**src/rtl/stopwatch_pkg.sv**
```systemverilog
`default_nettype none
// ============================================================================
//  Module   : stopwatch_pkg
//  Purpose  : Shared moduli, widths and width helpers for the lap stopwatch
//  Revision : 1.0  initial release
// ============================================================================
package stopwatch_pkg;

    localparam int CSEC_MOD = 100;
    localparam int SEC_MOD  = 60;
    localparam int CSEC_W   = 7;
    localparam int SEC_W    = 6;

    // Bits needed to count 0..n-1; never less than one bit.
    function automatic int width_for(input int n);
        return (n <= 2) ? 1 : $clog2(n);
    endfunction

    // Minute counter width for a given minute modulus.
    function automatic int min_w(input int min_max);
        return width_for(min_max);
    endfunction

endpackage
`default_nettype wire

```
**src/rtl/stopwatch_lap_mod_counter.sv**
```systemverilog
`default_nettype none
// ============================================================================
//  Module   : mod_counter
//  Purpose  : Modulo-MOD up-counter with synchronous clear and carry-out,
//             chained carry->inc to build the time-of-day digits
//  Revision : 1.0  initial release
// ============================================================================
module mod_counter #(
    parameter int MOD = 10,
    parameter int W   = 4
) (
    input  logic         clk,
    input  logic         res,
    input  logic         clr,
    input  logic         inc,
    output logic [W-1:0] q,
    output logic         carry
);

    localparam logic [W-1:0] LAST = W'(MOD - 1);

    // Carry is combinational so the next digit advances on the same edge.
    assign carry = inc & (q == LAST);

    // Count with wrap at MOD-1; the value never leaves 0..MOD-1.
    always_ff @(posedge clk) begin
        if (!res) begin
            q <= '0;
        end else if (clr) begin
            q <= '0;
        end else if (inc) begin
            q <= (q == LAST) ? '0 : q + W'(1);
        end
    end

endmodule
`default_nettype wire

```
**src/rtl/stopwatch_lap.sv**
```systemverilog
`default_nettype none
// ============================================================================
//  Module   : stopwatch_lap
//  Purpose  : Parametrised centisecond stopwatch with sticky overflow and a
//             show-ahead lap-capture FIFO
//  Revision : 1.0  initial release
// ============================================================================
module stopwatch_lap
    import stopwatch_pkg::*;
#(
    parameter int CLK_DIV   = 100,
    parameter int MIN_MAX   = 60,
    parameter int LAP_DEPTH = 4
) (
    input  logic                       clk,
    input  logic                       res,
    input  logic                       start_stop,
    input  logic                       clr,
    input  logic                       lap,
    input  logic                       lap_rd,
    output logic                       run,
    output logic [CSEC_W-1:0]          csec,
    output logic [SEC_W-1:0]           sec,
    output logic [min_w(MIN_MAX)-1:0]  min,
    output logic                       ovf,
    output logic                       lap_valid,
    output logic                       lap_full,
    output logic                       lap_ovf,
    output logic [CSEC_W-1:0]          lap_csec,
    output logic [SEC_W-1:0]           lap_sec,
    output logic [min_w(MIN_MAX)-1:0]  lap_min
);

    localparam int                 MIN_W    = min_w(MIN_MAX);
    localparam int                 PRE_W    = width_for(CLK_DIV);
    localparam logic [PRE_W-1:0]   PRE_LAST = PRE_W'(CLK_DIV - 1);
    localparam int                 AW       = $clog2(LAP_DEPTH);
    localparam int                 ENT_W    = MIN_W + SEC_W + CSEC_W;

    logic [PRE_W-1:0] pre;
    logic             tick;
    logic             clr_go;
    logic             csec_carry;
    logic             sec_carry;
    logic             min_carry;

    logic [ENT_W-1:0] mem [LAP_DEPTH];
    logic [AW:0]      wr_ptr;
    logic [AW:0]      rd_ptr;
    logic             empty;
    logic             full;
    logic             push;
    logic             pop;
    logic             drop;

    // Clear is only honoured while stopped, so it can never race a tick.
    assign clr_go = clr & ~run;
    assign tick   = run & (pre == PRE_LAST);

    // Run flag toggles on every start_stop pulse.
    always_ff @(posedge clk) begin
        if (!res) begin
            run <= 1'b0;
        end else if (start_stop) begin
            run <= ~run;
        end
    end

    // Prescaler advances only while running, so a resume keeps its phase.
    always_ff @(posedge clk) begin
        if (!res) begin
            pre <= '0;
        end else if (clr_go) begin
            pre <= '0;
        end else if (run) begin
            pre <= tick ? '0 : pre + PRE_W'(1);
        end
    end

    mod_counter #(.MOD(CSEC_MOD), .W(CSEC_W)) u_csec (
        .clk   (clk),
        .res   (res),
        .clr   (clr_go),
        .inc   (tick),
        .q     (csec),
        .carry (csec_carry)
    );

    mod_counter #(.MOD(SEC_MOD), .W(SEC_W)) u_sec (
        .clk   (clk),
        .res   (res),
        .clr   (clr_go),
        .inc   (csec_carry),
        .q     (sec),
        .carry (sec_carry)
    );

    mod_counter #(.MOD(MIN_MAX), .W(MIN_W)) u_min (
        .clk   (clk),
        .res   (res),
        .clr   (clr_go),
        .inc   (sec_carry),
        .q     (min),
        .carry (min_carry)
    );

    // Pointers carry one extra wrap bit to tell full from empty.
    assign empty = (wr_ptr == rd_ptr);
    assign full  = (wr_ptr[AW] != rd_ptr[AW]) &&
                   (wr_ptr[AW-1:0] == rd_ptr[AW-1:0]);
    assign pop   = lap_rd & ~empty;
    // A read in the same cycle frees the slot being written, so push is allowed.
    assign push  = lap & (~full | lap_rd);
    assign drop  = lap & full & ~lap_rd;

    // Sticky flags: clear first so a same-cycle set event still wins.
    always_ff @(posedge clk) begin
        if (!res) begin
            ovf     <= 1'b0;
            lap_ovf <= 1'b0;
        end else begin
            if (clr_go) begin
                ovf     <= 1'b0;
                lap_ovf <= 1'b0;
            end
            if (min_carry) begin
                ovf <= 1'b1;
            end
            if (drop) begin
                lap_ovf <= 1'b1;
            end
        end
    end

    // Lap FIFO storage and pointers; captures the pre-edge time value.
    always_ff @(posedge clk) begin
        if (!res) begin
            wr_ptr <= '0;
            rd_ptr <= '0;
            for (int i = 0; i < LAP_DEPTH; i++) begin
                mem[i] <= '0;
            end
        end else begin
            if (push) begin
                mem[wr_ptr[AW-1:0]] <= {min, sec, csec};
                wr_ptr              <= wr_ptr + (AW+1)'(1);
            end
            if (pop) begin
                rd_ptr <= rd_ptr + (AW+1)'(1);
            end
        end
    end

    assign lap_valid                    = ~empty;
    assign lap_full                     = full;
    assign {lap_min, lap_sec, lap_csec} = mem[rd_ptr[AW-1:0]];

endmodule
`default_nettype wire

```
**config.mk**
```make
export PLATFORM = sky130hd
export DESIGN_NAME = stopwatch_lap
export DESIGN_NICKNAME = d
export VERILOG_FILES = /design/src/rtl/stopwatch_pkg.sv /design/src/rtl/stopwatch_lap_mod_counter.sv /design/src/rtl/stopwatch_lap.sv
export SDC_FILE = /design/constraint.sdc
export NUM_CORES = 1
export LEC_CHECK = 0
export CELL_PAD_IN_SITES_DETAIL_PLACEMENT = 1
export CELL_PAD_IN_SITES_GLOBAL_PLACEMENT = 1
export CORE_UTILIZATION = 47
export CTS_CLUSTER_DIAMETER = 80
export DETAILED_ROUTE_END_ITERATION = 8
export DONT_BUFFER_PORTS = 1
export GPL_TIMING_DRIVEN = 0
export PLACE_DENSITY_LB_ADDON = 0.1
export SYNTH_ARGS = -nofsm -noshare
export SYNTH_HDL_FRONTEND = slang
export SYNTH_HIERARCHICAL = 1
export SYNTH_SLANG_ARGS = --single-unit
```
**constraint.sdc**
```tcl
create_clock -name clk -period 3.35 [get_ports clk]
set_clock_uncertainty 0.2 [all_clocks]
set_input_delay 0.8375 -clock clk [delete_from_list [all_inputs] [get_ports clk]]
set_output_delay 0.8375 -clock clk [all_outputs]
set_load 0.02 [all_outputs]
```
==> results_dict.tcl <==
set metrics [dict create \
    run_status "complete, no violations" \
    final.period_utilization 0.955 \
    r2r_slack_ns 0.15 \
    postCtsHoldBufs 0 \
    cts_buffers 17 \
    async_flop_share 0 \
    synth_top_area_frac 0.441 \
    report.final.slew_viol_count 0 \
    io_pins 49 \
    postLayoutCellArea_mm2 0.00601 \
    synth_seq_cells 113 \
    cp.required_ns 3.54 \
    place_area_mm2 0.00536 \
    clk_pin_slew_worst_paths_ns 0.06 \
    critPathMaxFanout 10 \
    final_common_cell "edfxtp_1" \
    antenna_left 0 \
    synthDistinctLibCells 50 \
    holdCritPathClass "input pin to register" \
    syn_nets 396 \
    drc 0 \
    placed_cells 521 \
    cts_tree "built" \
    cts_sinks 113 \
    finalHoldViolations 0 \
    max-vdd-ir-drop_v 0.000327 \
    grt_pass1_vias 3394 \
    grt_max_degree 20 \
    worstRegToRegCells 14 \
    grt.total_usage 0.228 \
    nNetsFinal 419 \
    first_iter_violations 187 \
    leakage_nw 2.17 \
    rr_startpoint "run" \
    p_total_mw 3.55 \
    antennaDiodeCount 0 \
    seq_area_mm2 0.00303 \
    drive_above_1_share 0.260 \
    wl_per_cell_um 21.1 \
    synthTopCellsByArea "edfxtp_1, dfxtp_1, mux4_2" \
    start_util 0.492 \
    fillers 1033 \
    crit_type "register to register" \
    synthCells 384 \
    synth_edf_count 76 \
    worst_slew_pin_slew_ns 1.14 \
    mappedNetlistArea_mm2 0.00517 \
    rsz0062_at_grt "true" \
    rows 37 \
    fin_ws_ns 0.149 \
    via_per_inst 5.56 \
    grt_pass1_wl_mm 18.9 \
    synth_flop_cell "edfxtp_1" \
    multiInputGateArea_mm2 0.00209 \
    endpoint_kind "register" \
    layout.cells.most_common_list "edfxtp_1, and2_1, dfxtp_1, nor2_1, mux4_2" \
    setup_viol 0 \
    dp_worst_setup_slack_ns -0.757 \
    cp-start-kind "register" \
    io_buffers 0 \
    fin_hold_ws_ns 0.275 \
    detail_route.first_pass.iterations 4 \
    die_h_um 107 \
    overflow 0 \
    cts_htree_levels 4 \
    relSlewSlack 0.239 \
    clock_latency_ns 0.52 \
    final_core_util 0.572 \
    cts_root_buf "clkbuf_8" \
    antenna_found_initial 0 \
    yosys_warnings 6 \
    vias 3094 \
    core_mm2 0.0105 \
    endpoint "u_min/q[0]" \
    arrival_ns 3.40 \
    worst_r2r_endpoint "u_min/q[0]" \
    max_freq_mhz 312 \
    yosysSeqAreaShare 0.584 \
    fin_crit_ns 3.20 \
    stdcell_count 556 \
    die_w_um 107 \
    hpwl_mm 7.39 \
    p_per_area_mw_per_mm2 590 \
    synth_top_area_cell "edfxtp_1" \
    crit_start "run" \
    avgSynthCellArea_um2 13.5 \
    hold_start "res" \
    place.gp.congestion 0.751 \
    syn_to_final_growth_pct 16.3 \
    maxCapViolations 0 \
    timing.setup.tns_ns 0 \
    clk_path_buf_depth 2 \
    fp.dieArea_mm2 0.0114 \
    drt_wl_total_mm 11.7 \
]
-- cell type report --
type,instances,share of cell area
Multi-Input combinational cell,246,0.347
Clock inverter,13,0.0162
Buffer,17,0.0225
Timing Repair Buffer,5,0.00749
Clock buffer,19,0.0701
Sequential cell,113,0.504
Tap cell,136,0.0283
Inverter,7,0.00437
-- worst min path at each step --
stage / endpoint / slack, ns / cells after the start
floorplan: pre[0] / 0.27 / 2
global placement: pre[0] / 0.30 / 2
detailed placement: pre[0] / 0.31 / 2
CTS: u_min/q[5] / 0.25 / 2
global route: u_min/q[5] / 0.25 / 2
finish: u_min/q[5] / 0.28 / 2
-- worst max-delay path, stage by stage, from the launching register on --
cell	delay [ns]
dfxtp_4	0.39
buf_8	0.13
nand4_1	0.08
or4_4	0.45
inv_2	0.09
buf_6	0.13
nand3_4	0.10
nor4_4	0.27
buf_4	0.18
nand3_4	0.10
nor3_4	0.25
buf_6	0.16
nand3_4	0.10
o311ai_4	0.37
nor2_1	0.09
-- cells in the mapped netlist (all sizes together) (7+ instances only) --
cell	n
a21oi	8
edfxtp	76
buf	12
nand4	7
nand2	16
and2	82
o21ai	10
mux4	19
nor2	22
xor2	13
xnor2	9
nand3	11
dfxtp	37
inv	7
-- sequential cells by signal, indices dropped and copies added, names as in the netlist, named ones only --
register,count
wr_ptr,3
u_sec/q,6
lap_ovf,1
mem,76
u_min/q,6
pre,7
u_csec/q,7
rd_ptr,3
run,1
ovf,1
-- metal layers --
metal	GRT usage	wire [um]
met5	0	0
met4	0.0939	155
met3	0.0511	449
met2	0.386	6180
met1	0.282	4930
-- power by group --
part           total [mW]  internal (mW)  switching [mW]
logic               0.370          0.137           0.233
registers            1.58           1.54          0.0327
clock network        1.60          0.966           0.633
-- timing repair --
item,CTS,global route
pin swaps,2,3
resized for setup,17,8
cloned,0,0
buffers inserted,1,3
setup endpoints to repair,22,16
-- kinds of logic (layout without fill, tap and decap cells) --
group,count (synthesis),in the layout,synth area share
compound gates,30,30,0.0491
xor+xnor,22,22,0.0387
fa+ha+maj,6,6,0.0145
buf+inv,25,61,0.0276
flops,113,113,0.584
mux,22,22,0.0885
simple gates,166,166,0.197
Power figures use the tool's default switching activity.
